## src/rtl/vga_pkg.sv

```systemverilog
// vga_pkg: shared VGA timing constants, coordinate type and phase decode.
// Default timing is 800x600@72 Hz with a 50 MHz pixel clock. Coordinates
// are signed: blanking occupies the negative range and precedes the active
// area, so a full line/frame fits in 11 bits.
package vga_pkg;

  localparam int HACTIVE = 800;
  localparam int HFP     = 56;
  localparam int HSYNC   = 120;
  localparam int HBP     = 64;
  localparam int VACTIVE = 600;
  localparam int VFP     = 37;
  localparam int VSYNC   = 6;
  localparam int VBP     = 23;

  localparam int HBLANK  = HFP + HSYNC + HBP;   // 240
  localparam int VBLANK  = VFP + VSYNC + VBP;   // 66
  localparam int HTOTAL  = HACTIVE + HBLANK;    // 1040
  localparam int VTOTAL  = VACTIVE + VBLANK;    // 666

  localparam int COORD_W = 11;

  typedef logic signed [COORD_W-1:0] coord_t;

  typedef enum logic [1:0] {
    PH_FP,
    PH_SYNC,
    PH_BP,
    PH_ACTIVE
  } phase_e;

  // Blanking runs front porch -> sync -> back porch up to -1, so the phase
  // is found by measuring back from zero: [-bp,-1] is back porch and
  // [-(bp+sync), -bp-1] is sync; anything earlier is front porch.
  function automatic phase_e phase_of(coord_t c, int sync_w, int bp_w);
    phase_e ph;
    if (!c[COORD_W-1])                          ph = PH_ACTIVE;
    else if (c >= coord_t'(-bp_w))              ph = PH_BP;
    else if (c >= coord_t'(-(bp_w + sync_w)))   ph = PH_SYNC;
    else                                        ph = PH_FP;
    return ph;
  endfunction

endpackage

```

## src/rtl/vga_timing_ctrl_sync_delay.sv

```systemverilog
// sync_delay: DEPTH-stage shift register for a small bundle of timing bits.
//   clk_i   in   clock
//   rst_ni  in   asynchronous active-low reset; all stages load RST_VAL
//   d_i     in   WIDTH-bit input bundle
//   q_o     out  input bundle delayed by DEPTH clocks
module sync_delay #(
  parameter int unsigned       DEPTH   = 2,
  parameter int unsigned       WIDTH   = 3,
  parameter logic [WIDTH-1:0]  RST_VAL = '0
) (
  input  logic             clk_i,
  input  logic             rst_ni,
  input  logic [WIDTH-1:0] d_i,
  output logic [WIDTH-1:0] q_o
);

  logic [WIDTH-1:0] stage_q [DEPTH];

  always_ff @(posedge clk_i or negedge rst_ni) begin
    if (!rst_ni) begin
      for (int unsigned i = 0; i < DEPTH; i++) stage_q[i] <= RST_VAL;
    end else begin
      stage_q[0] <= d_i;
      for (int unsigned i = 1; i < DEPTH; i++) stage_q[i] <= stage_q[i-1];
    end
  end

  assign q_o = stage_q[DEPTH-1];

endmodule

```

## src/rtl/vga_timing_ctrl.sv

```systemverilog
// vga_timing_ctrl: raster sequencer for the pixel datapath.
//   clk         in   pixel clock
//   reset_n     in   asynchronous active-low reset
//   spotX       out  signed horizontal coordinate, negative in blanking
//   spotY       out  signed vertical coordinate, negative in blanking
//   hsync       out  horizontal sync, delayed by PIPE_DELAY clocks
//   vsync       out  vertical sync, delayed by PIPE_DELAY clocks
//   blank       out  1 outside active area, delayed by PIPE_DELAY clocks
//   frame_tick  out  one-cycle pulse while (spotX,spotY) = (0,0)
//   frame_cnt   out  frame counter, steps the cycle after frame_tick
module vga_timing_ctrl #(
  parameter int   HACTIVE    = vga_pkg::HACTIVE,
  parameter int   HFP        = vga_pkg::HFP,
  parameter int   HSYNC      = vga_pkg::HSYNC,
  parameter int   HBP        = vga_pkg::HBP,
  parameter int   VACTIVE    = vga_pkg::VACTIVE,
  parameter int   VFP        = vga_pkg::VFP,
  parameter int   VSYNC      = vga_pkg::VSYNC,
  parameter int   VBP        = vga_pkg::VBP,
  parameter logic HSYNC_POL  = 1'b1,
  parameter logic VSYNC_POL  = 1'b1,
  parameter int   PIPE_DELAY = 2
) (
  input  logic           clk,
  input  logic           reset_n,
  output vga_pkg::coord_t spotX,
  output vga_pkg::coord_t spotY,
  output logic           hsync,
  output logic           vsync,
  output logic           blank,
  output logic           frame_tick,
  output logic [15:0]    frame_cnt
);

  import vga_pkg::*;

  localparam int HBLK  = HFP + HSYNC + HBP;
  localparam int VBLK  = VFP + VSYNC + VBP;
  localparam int HLAST = HACTIVE - 1;
  localparam int VLAST = VACTIVE - 1;

  if (PIPE_DELAY < 1 || PIPE_DELAY > 8) begin : g_bad_pipe_delay
    $error("vga_timing_ctrl: PIPE_DELAY must be 1..8");
  end
  if (HACTIVE < 1 || HFP < 1 || HSYNC < 1 || HBP < 1 ||
      VACTIVE < 1 || VFP < 1 || VSYNC < 1 || VBP < 1) begin : g_bad_timing
    $error("vga_timing_ctrl: timing widths must be positive");
  end
  if (HLAST > 1023 || HBLK > 1024 || VLAST > 1023 || VBLK > 1024) begin : g_bad_range
    $error("vga_timing_ctrl: coordinate range exceeds signed 11 bits");
  end

  coord_t      x_q, x_d;
  coord_t      y_q, y_d;
  logic        tick_q, tick_d;
  logic [15:0] frame_cnt_q, frame_cnt_d;

  phase_e      hphase, vphase;
  logic        hs_raw, vs_raw, blank_raw;
  logic [2:0]  sync_dly;

  // Line and frame wrap share the x==HLAST cycle, so the corner
  // (HLAST,VLAST) wraps both counters at once.
  always_comb begin
    x_d = x_q + coord_t'(1);
    y_d = y_q;
    if (x_q == coord_t'(HLAST)) begin
      x_d = coord_t'(-HBLK);
      if (y_q == coord_t'(VLAST)) y_d = coord_t'(-VBLK);
      else                        y_d = y_q + coord_t'(1);
    end
  end

  // Tick is registered from the next-state coordinates so it lines up
  // with the registered spotX/spotY = (0,0) cycle.
  always_comb begin
    tick_d      = (x_d == '0) && (y_d == '0);
    frame_cnt_d = frame_cnt_q;
    if (tick_q) frame_cnt_d = frame_cnt_q + 16'd1;
  end

  always_ff @(posedge clk or negedge reset_n) begin
    if (!reset_n) begin
      x_q         <= coord_t'(-HBLK);
      y_q         <= coord_t'(-VBLK);
      tick_q      <= 1'b0;
      frame_cnt_q <= '0;
    end else begin
      x_q         <= x_d;
      y_q         <= y_d;
      tick_q      <= tick_d;
      frame_cnt_q <= frame_cnt_d;
    end
  end

  always_comb begin
    hphase    = phase_of(x_q, HSYNC, HBP);
    vphase    = phase_of(y_q, VSYNC, VBP);
    hs_raw    = (hphase == PH_SYNC) ? HSYNC_POL : ~HSYNC_POL;
    vs_raw    = (vphase == PH_SYNC) ? VSYNC_POL : ~VSYNC_POL;
    blank_raw = x_q[COORD_W-1] | y_q[COORD_W-1];
  end

  sync_delay #(
    .DEPTH   (PIPE_DELAY),
    .WIDTH   (3),
    .RST_VAL ({~HSYNC_POL, ~VSYNC_POL, 1'b1})
  ) u_sync_delay (
    .clk_i  (clk),
    .rst_ni (reset_n),
    .d_i    ({hs_raw, vs_raw, blank_raw}),
    .q_o    (sync_dly)
  );

  assign spotX      = x_q;
  assign spotY      = y_q;
  assign hsync      = sync_dly[2];
  assign vsync      = sync_dly[1];
  assign blank      = sync_dly[0];
  assign frame_tick = tick_q;
  assign frame_cnt  = frame_cnt_q;

endmodule

```

## config.mk

```make
export PLATFORM = sky130hd
export DESIGN_NAME = vga_timing_ctrl
export DESIGN_NICKNAME = d
export VERILOG_FILES = /design/src/rtl/vga_pkg.sv /design/src/rtl/vga_timing_ctrl_sync_delay.sv /design/src/rtl/vga_timing_ctrl.sv
export SDC_FILE = /design/constraint.sdc
export NUM_CORES = 1
export LEC_CHECK = 0
export CORE_AREA = 4 4 142 76
export DETAILED_ROUTE_END_ITERATION = 10
export DIE_AREA = 0 0 146 80
export PLACE_DENSITY = 0.51
export SLEW_MARGIN = 20
export SYNTH_ARGS = -nofsm -noshare
export SYNTH_HDL_FRONTEND = slang
export SYNTH_HIERARCHICAL = 1
export SYNTH_SLANG_ARGS = --single-unit
```

## constraint.sdc

```tcl
create_clock -name clk -period 5.65 [get_ports clk]
set_input_delay 0.8475 -clock clk [delete_from_list [all_inputs] [get_ports clk]]
set_output_delay 0.8475 -clock clk [all_outputs]
set_load 0.02 [all_outputs]
```

==> results.cfg, run 1 <==
[cts]
worstSkewPairLatency_ns = 0.28
cts_tree = yes
cts_buffer_depth = 2
htree_levels = 2
holdBufCountCts = 0
clock-sinks = 45
cts_resized = 0
numCtsBuffers = 5
cts_root_buffer = clkbuf_16
cts_setup_buffers = 0
clk_pin_slew_ns = 0.06

[cells_and_area]
antennaDiodeCount = 0
drive_gt1_frac = 0.108
area_growth_pct = 26.6
finalNetCount = 265
fin_util = 0.316

[sta]
rsz0062_at_grt = no
fmax_mhz = 381
slew_headroom = 0.620
finalSetupViolations = 0
fin_tns_setup_ns = 0
hold_viol_final = 0
min_period_ns = 2.62
finClkSkew_ns = 0.00491
slew_violations = 0
tightest_slew_ns = 0.570
period_share = 0.464

[critical_path]
cp_top_family = simple AND/OR/NAND/NOR gates
cp_slowest_cell = or4_1
worstReg2RegStart = spotY[0]$_DFF_PN0_
crit_path_end_kind = register
rrSetupSlack_ns = 3.03
reg2regPathDepth = 7
cp-start-kind = register
crit_required_ns = 5.79
crit_fanout = 13
arrival_ns = 2.76
path_class = register to register
r2r_end = frame_tick$_DFF_PN0_
worstPathCellList = ha_1, nand4_1, or4_1, a21oi_1, o22a_1, a221o_1, nor4b_4
max_stage_delay_ns = 0.65
crit_buf_inv = 0

[yosys]
ys.flop_type = dfrtp_1
syn_area_mm2 = 0.00234
ys_ff_latch = 45
synth_edf_count = 0
synthMuxAreaShare = 0.00911
synth-seq-area-share = 0.490
synth_compound_area_frac = 0.0980
synthAdderAreaFrac = 0.0268
synth_top_family_by_area = simple AND/OR/NAND/NOR gates
synth_nets = 233
synth_warnings = 6
syn_area_per_cell_um2 = 10.3
async_flop_share = 1.00
synth_cell_types = 47
syn_inst = 226
yosys.area_share.simple = 0.210
synth-xor-area-share = 0.112

[drt]
drt-wirelength-per-cell_um = 14.1
first_pass_iters = 4
vias = 1840
viasPerCell = 4.84
drc = 0
wirelength_um = 5340
final_antenna_net_count = 0
drt-initial-drc-count = 91

[power_and_ir_drop]
vdd_drop_max_mv = 0.125
p_per_area_mw_per_mm2 = 209
leakagePower_nw = 1.16

[grt]
grt_max_degree = 46
grt.overflow.total = 0
first_global_vias = 1739
grt_pass1_wl_um = 9130
antenna_found_initial = 0
grt_usage = 0.0955

[die]
die_x_um = 146
start_util = 0.250
pin_count = 44
num_rows = 25
die_h_um = 80
coreArea_mm2 = 0.00935
die_area_mm2 = 0.0117

[hold_path]
hold_start = u_sync_delay/stage_q[4]$_DFF_PN0_
worstHoldPathType = register to register
hold_end = u_sync_delay/q_o[1]$_DFF_PN0_
min_delay_path_depth = 0

[job]
cap_violations = 0

[place]
port_buffers = 43
routabilityCongestion = 0.884
hpwl_um = 3670

[status]
status = complete, no violations
logic make-up after synthesis:
group                      Yosys count
AOI/OAI and AO/OA                   36
xor gates and xnor gates            30
adders and majority gates            5
buffers and inverters               23
DFF                                 45
muxes                                2
and+or+nand+nor                     85
power breakdown:
group	internal [mW]	switching [mW]
logic	0.000454	0.00606
clock network	0.176	0.113
registers	0.323	0
total	0.500	0.119
how the worst max path moves through the flow:
stage	from	endpoint	slack, ns	depth (start not counted)
after floorplan	spotY[4]$_DFF_PN1_	frame_tick$_DFF_PN0_	3.29	9
after global placement	spotY[1]$_DFF_PN1_	frame_tick$_DFF_PN0_	3.17	7
after detailed placement	spotY[1]$_DFF_PN1_	frame_tick$_DFF_PN0_	3.06	7
after CTS	spotY[1]$_DFF_PN1_	frame_tick$_DFF_PN0_	3.03	7
after global routing	spotX[0]$_DFF_PN0_	frame_tick$_DFF_PN0_	2.77	7
final	spotY[0]$_DFF_PN0_	frame_tick$_DFF_PN0_	3.03	7
state kept, by name (all words and copies together) (netlist names):
| name | cells |
|---|---|
| u_sync_delay/q_o | 3 |
| spotX | 11 |
| spotY | 11 |
| frame_cnt | 16 |
| u_sync_delay/stage_q | 3 |
| frame_tick | 1 |
cell usage in the layout (no fill, tap or decap), types with 2 or more instances in the layout:
| master | instances |
|---|---|
| clkdlybuf4s50_1 | 42 |
| a21oi_1 | 5 |
| xor2_1 | 8 |
| clkbuf_16 | 5 |
| nand4_1 | 21 |
| and4_1 | 4 |
| ha_1 | 5 |
| clkbuf_1 | 2 |
| nand2_1 | 13 |
| a31oi_1 | 5 |
| a22oi_1 | 2 |
| nor3_1 | 2 |
| or3_1 | 2 |
| o21ai_0 | 12 |
| inv_1 | 5 |
| and3_1 | 5 |
| dfstp_2 | 15 |
| nor2_1 | 16 |
| dfrtp_1 | 30 |
| xnor2_1 | 22 |
| nand3_1 | 10 |
| and2_1 | 2 |
final cells by class:
type	instances	area [um2]
Clock buffer	8	146
Fill cell	933	6400
Inverter	5	18.8
Multi-Input combinational cell	158	1070
Sequential cell	45	1140
Tap cell	121	151
Timing Repair Buffer	43	428
per-layer routing:
metal,up-vias,part of all wire,track usage
met2,47,0.49,0.158
met4,0,0.013,0.0281
met1,908,0.46,0.121
li1,879,-,-
met3,6,0.042,0.0306
met5,-,0,0
synth_stat cells (2+ instances only):
library cell | instances | area share
a21oi_1 | 5 | 0.011
a22oi_1 | 2 | 0.0064
a31oi_1 | 5 | 0.013
and2_1 | 2 | 0.0054
and3_1 | 5 | 0.013
and4_1 | 4 | 0.015
buf_2 | 6 | 0.013
buf_4 | 4 | 0.013
buf_6 | 2 | 0.0096
clkbuf_1 | 6 | 0.0096
dfrtp_1 | 30 | 0.32
dfstp_2 | 15 | 0.17
ha_1 | 5 | 0.027
inv_1 | 5 | 0.0080
nand2_1 | 13 | 0.021
nand3_1 | 10 | 0.021
nand4_1 | 21 | 0.056
nor2_1 | 16 | 0.026
nor3_1 | 2 | 0.0043
o21ai_0 | 12 | 0.026
or3_1 | 2 | 0.0054
xnor2_1 | 22 | 0.082
xor2_1 | 8 | 0.030
per-stage QoR:
step	instance area, um2	total power, mW	std cells	setup slack [ns]	hold slack, ns
2_1_floorplan	2340	0.328	226	3.29	0.331
3_3_place_gp	2810	0.335	372	3.17	0.332
3_5_place_dp	2810	0.335	372	3.06	0.337
4_1_cts	2950	0.635	380	3.03	0.351
5_1_grt	2960	0.656	380	2.77	0.360
6_report	2960	0.619	380	3.03	0.348
(Power assumes the default switching activity.)
==> run 2, diff against run 1 <==
clock period = 2.7 ns   (was 5.65 ns; I/O delays follow)
==> run 2 against run 1 <==
- utilization up 0.66 points
- final area up 2.1%
- highest routed layer unchanged
- routed wire length up 1.2%
- first-iteration DRC count up 26%
- count of clock-buffer cells in the layout down 1
==> results.cfg, run 2 (synthesized netlist as in run 1, its figures left out) <==
[grt]
grtUsageMet3 = 0.0278
grt_usage = 0.0973
use_met1 = 0.121
grt.overflow.total = 0
grt_max_degree = 41
met2_usage = 0.160
first_global_vias = 1762
grt_busiest_layer = met2
antenna_found_initial = 0
grt_pass1_wl_um = 9100

[critical_path]
worstPathCellList = ha_1, and4_1, and3_1, nand4_1, o22a_1, a221o_1, nor4b_4
max_stage_delay_ns = 0.42
r2r_end = frame_tick$_DFF_PN0_
worstReg2RegStart = spotX[0]$_DFF_PN0_
reg2regPathDepth = 7
cp-start-kind = register
crit_buf_inv = 0
cp_top_family = simple AND/OR/NAND/NOR gates
crit_fanout = 9
cp_slowest_cell = dfrtp_1
path_class = register to register
crit_path_end_kind = register
rrSetupSlack_ns = 0.26
crit_required_ns = 2.90
arrival_ns = 2.64

[drt]
first_pass_iters = 4
final_antenna_net_count = 0
viasPerCell = 4.76
drt-wirelength-per-cell_um = 14.0
wirelength_um = 5400
drc = 0
drt-initial-drc-count = 115
vias = 1831

[job]
cap_violations = 0

[cts]
htree_levels = 2
holdBufCountCts = 0
cts_root_buffer = clkbuf_16
cts_buffer_depth = 2
clock-sinks = 45
clk_pin_slew_ns = 0.06
numCtsBuffers = 5
cts_tree = yes
cts_setup_buffers = 0
worstSkewPairLatency_ns = 0.29
cts_resized = 0

[status]
status = complete, no violations

[cells_and_area]
seqCellArea_mm2 = 0.00114
largest_reg_flops = 16
multi_input_area_mm2 = 0.00107
layout_common_cells = clkdlybuf4s50_1, dfrtp_1, xnor2_1, nand4_1, nor2_1
final_common_cell = clkdlybuf4s50_1
drive_gt1_frac = 0.129
fillCellCount = 944
finalNetCount = 270
fin_util = 0.323
area_growth_pct = 29.2
antennaDiodeCount = 0
final_cells = 385

[sta]
tightest_slew_ns = 0.904
slew_violations = 0
slew_headroom = 0.397
fmax_mhz = 409
fin_tns_setup_ns = 0
period_share = 0.905
rsz0062_at_grt = no
finalSetupViolations = 0
hold_viol_final = 0
finClkSkew_ns = 0.00193
min_period_ns = 2.44

[power_and_ir_drop]
p_per_area_mw_per_mm2 = 465
leakagePower_nw = 1.20
vdd_drop_max_mv = 0.209
p_clk_frac = 0.509
power_mw = 1.40
cell_internal_pwr_mw = 1.14
swShare = 0.189
seq_power_share = 0.481
combPwrFrac = 0.010
switching_power_uw = 265

[die]
die_area_mm2 = 0.0117
pin_count = 44
start_util = 0.250
num_rows = 25
coreArea_mm2 = 0.00935
die_x_um = 146
die_h_um = 80

[place]
routabilityCongestion = 0.816
port_buffers = 43
hpwl_um = 3820
post-place-cells = 377

[hold_path]
worstHoldPathType = input port to async pin
==> run 2: cell types whose count changed in the layout (fill, tap and decap cells not counted), sizes merged <==
cell and change:
buf +5, clkbuf -1, bufinv +1
==> run 2: metal layers <==
layer | up-vias | routed length, um
met1 | 903 | 2400
met2 | 34 | 2660
met4 | 0 | 96
met5 | - | 0
met3 | 7 | 245
li1 | 887 | -
==> run 2: worst max-delay path by stage <==
stage / start / endpoint / slack, ns / cells past startpoint
6_report: spotX[0]$_DFF_PN0_ / frame_tick$_DFF_PN0_ / 0.26 / 7
5_1_grt: spotX[0]$_DFF_PN0_ / frame_tick$_DFF_PN0_ / 0.02 / 7
4_1_cts: spotX[0]$_DFF_PN0_ / frame_tick$_DFF_PN0_ / 0.23 / 7
3_5_place_dp: spotX[0]$_DFF_PN0_ / frame_tick$_DFF_PN0_ / 0.26 / 7
3_3_place_gp: spotY[4]$_DFF_PN1_ / frame_tick$_DFF_PN0_ / 0.32 / 6
2_1_floorplan: spotY[4]$_DFF_PN1_ / frame_tick$_DFF_PN0_ / 0.34 / 9
==> run 2: cell type report <==
cell class,count,share of cell area
Sequential cell,45,0.379
Inverter,5,0.00622
Clock inverter,1,0.00995
Multi-Input combinational cell,158,0.354
Timing Repair Buffer,48,0.153
Clock buffer,7,0.0473
Tap cell,121,0.0502
==> run 2: metrics by stage <==
step	instance area, um2	hold WS (ns)	setup WS [ns]
final	3020	0.250	0.255
after global routing	3020	0.328	0.0216
after CTS	3020	0.285	0.234
after detailed placement	2850	0.344	0.257
after global placement	2850	0.334	0.324
after floorplan	2340	0.109	0.337
==> run 2: power by group through the flow <==
stage / sequential (mW) / clock [mW] / combinational [mW]
3_3_place_gp: 0.687 / 0 / 0.0158
6_report: 0.675 / 0.714 / 0.0147
4_1_cts: 0.675 / 0.748 / 0.0163
5_1_grt: 0.675 / 0.776 / 0.0181
2_1_floorplan: 0.687 / 0 / 0.000000443
3_5_place_dp: 0.687 / 0 / 0.0163
==> run 3, diff against run 2 <==
DONT_BUFFER_PORTS = 1   (was default)
PLACE_DENSITY = 0.45   (was 0.51)
==> run 3 against run 2 <==
- utilization down 3.5 points
- critical endpoint unchanged
- critical path depth decreased by 1
- register-to-register slack lost 0.11 ns
- clock power is 9.9% higher
- hold slack better by 0.11 ns
- maximum frequency decreased by 4.1%
- global-route usage fell by 0.068 points
- clock skew up 0.0043 ns
- die area did not move
- routed wire length up 0.50%
- final cell count down 9.4%
==> results.cfg, run 3 (synthesized netlist as in run 1, its figures left out) <==
[status]
status = complete, no violations

[cts]
htree_levels = 2
clk_pin_slew_ns = 0.06
cts_root_buffer = clkbuf_16
worstSkewPairLatency_ns = 0.29
cts_buffer_depth = 2
numCtsBuffers = 5
cts_tree = yes
clock-sinks = 45

[cells_and_area]
finalNetCount = 234
largest_reg_flops = 16
antennaDiodeCount = 0
area_growth_pct = 15.2
layout_common_cells = dfrtp_1, xnor2_1, nand4_1, nor2_1, dfstp_2
fin_area_mm2 = 0.00269
final_common_cell = dfrtp_1
drive_gt1_frac = 0.184

[sta]
finClkSkew_ns = 0.00627
finalSetupViolations = 0
min_period_ns = 2.55
fmax_mhz = 392
hold_viol_final = 0
tightest_slew_ns = 0.537
fin_tns_setup_ns = 0
slew_violations = 0
period_share = 0.945
slew_headroom = 0.633

[die]
num_rows = 25
start_util = 0.250
coreArea_mm2 = 0.00935
die_area_mm2 = 0.0117
die_h_um = 80
pin_count = 44
die_x_um = 146

[power_and_ir_drop]
leakagePower_nw = 1.10
p_per_area_mw_per_mm2 = 550
vdd_drop_max_mv = 0.165

[grt]
first_global_vias = 1724
grt_usage = 0.0966
grt.overflow.total = 0
antenna_found_initial = 0
grt_max_degree = 46
grt_pass1_wl_um = 9030

[drt]
final_antenna_net_count = 0
vias = 1708
drc = 0
drt-wirelength-per-cell_um = 15.6
first_pass_iters = 4
wirelength_um = 5430
viasPerCell = 4.89
drt-initial-drc-count = 85

[critical_path]
crit_path_end_kind = register
cp-startpoint = spotY[4]$_DFF_PN1_
worstReg2RegStart = spotY[4]$_DFF_PN1_
path_class = register to register
crit_required_ns = 2.85
cp-start-kind = register
crit_fanout = 9
arrival_ns = 2.70

[place]
hpwl_um = 3830
dpl_cell_area_mm2 = 0.00246
port_buffers = 0
routabilityCongestion = 0.845

[job]
cap_violations = 0

[hold_path]
worstHoldPathType = register to register
hold_start = u_sync_delay/stage_q[4]$_DFF_PN0_
run 3: layout make-up:
cell class / count / area, um2
tap: 121 / 151
sequential: 45 / 1140
clock buffer: 5 / 125
multi-input combinational: 158 / 1070
inverter: 5 / 18.8
fill: 961 / 6660
timing repair buffer: 12 / 113
clock inverter: 3 / 65.1
run 3: repair_timing:
action                                 CTS  global route
hold buffers                             2             0
setup buffers                            0             0
resized for setup                        0             2
setup endpoints to repair                0             1
endpoints found under the hold margin   45             0
run 3: worst paths after layout:
check | end | slack, ns | cells after the start
max in group asynchronous | u_sync_delay/q_o[0]$_DFF_PN1_ | 1.81 | 2
min in group asynchronous | spotX[1]$_DFF_PN0_ | 0.61 | 2
worst max-delay path | frame_tick$_DFF_PN0_ | 0.15 | 6
worst min-delay path | u_sync_delay/q_o[1]$_DFF_PN0_ | 0.36 | 0
worst min register to register | u_sync_delay/q_o[1]$_DFF_PN0_ | 0.36 | 0
worst max register to register | frame_tick$_DFF_PN0_ | 0.15 | 6
run 3: worst max-delay path, cell delays in order, from the launching register on:
cell     delay [ns]
dfstp_2        0.69
or4b_1         0.47
or4_1          0.59
a21oi_1        0.26
o22a_1         0.19
a221o_1        0.16
nor4b_4        0.06
run 3: report_power, final:
part	switching (mW)	total (mW)	internal, mW
Clock	0.257	0.785	0.528
Sequential	0	0.675	0.675
Combinational	0.0140	0.0192	0.00514
run 3: per-layer routing:
layer | GRT usage | vias up | wire (um)
li1 | - | 820 | -
met5 | 0 | - | 0
met3 | 0.0312 | 8 | 331
met4 | 0.0375 | 0 | 93
met2 | 0.162 | 45 | 2520
met1 | 0.117 | 835 | 2480
run 3: metrics by stage:
step	worst slack (ns)	total power [mW]	std cells	hold slack (ns)	utilization
finish	0.150	1.48	349	0.356	0.288
global route	-0.000929	1.55	349	0.363	0.288
CTS	0.0700	1.51	349	0.359	0.287
detailed placement	0.0935	0.687	339	0.111	0.263
global placement	0.204	0.687	339	0.111	0.263
floorplan	0.337	0.687	226	0.109	-
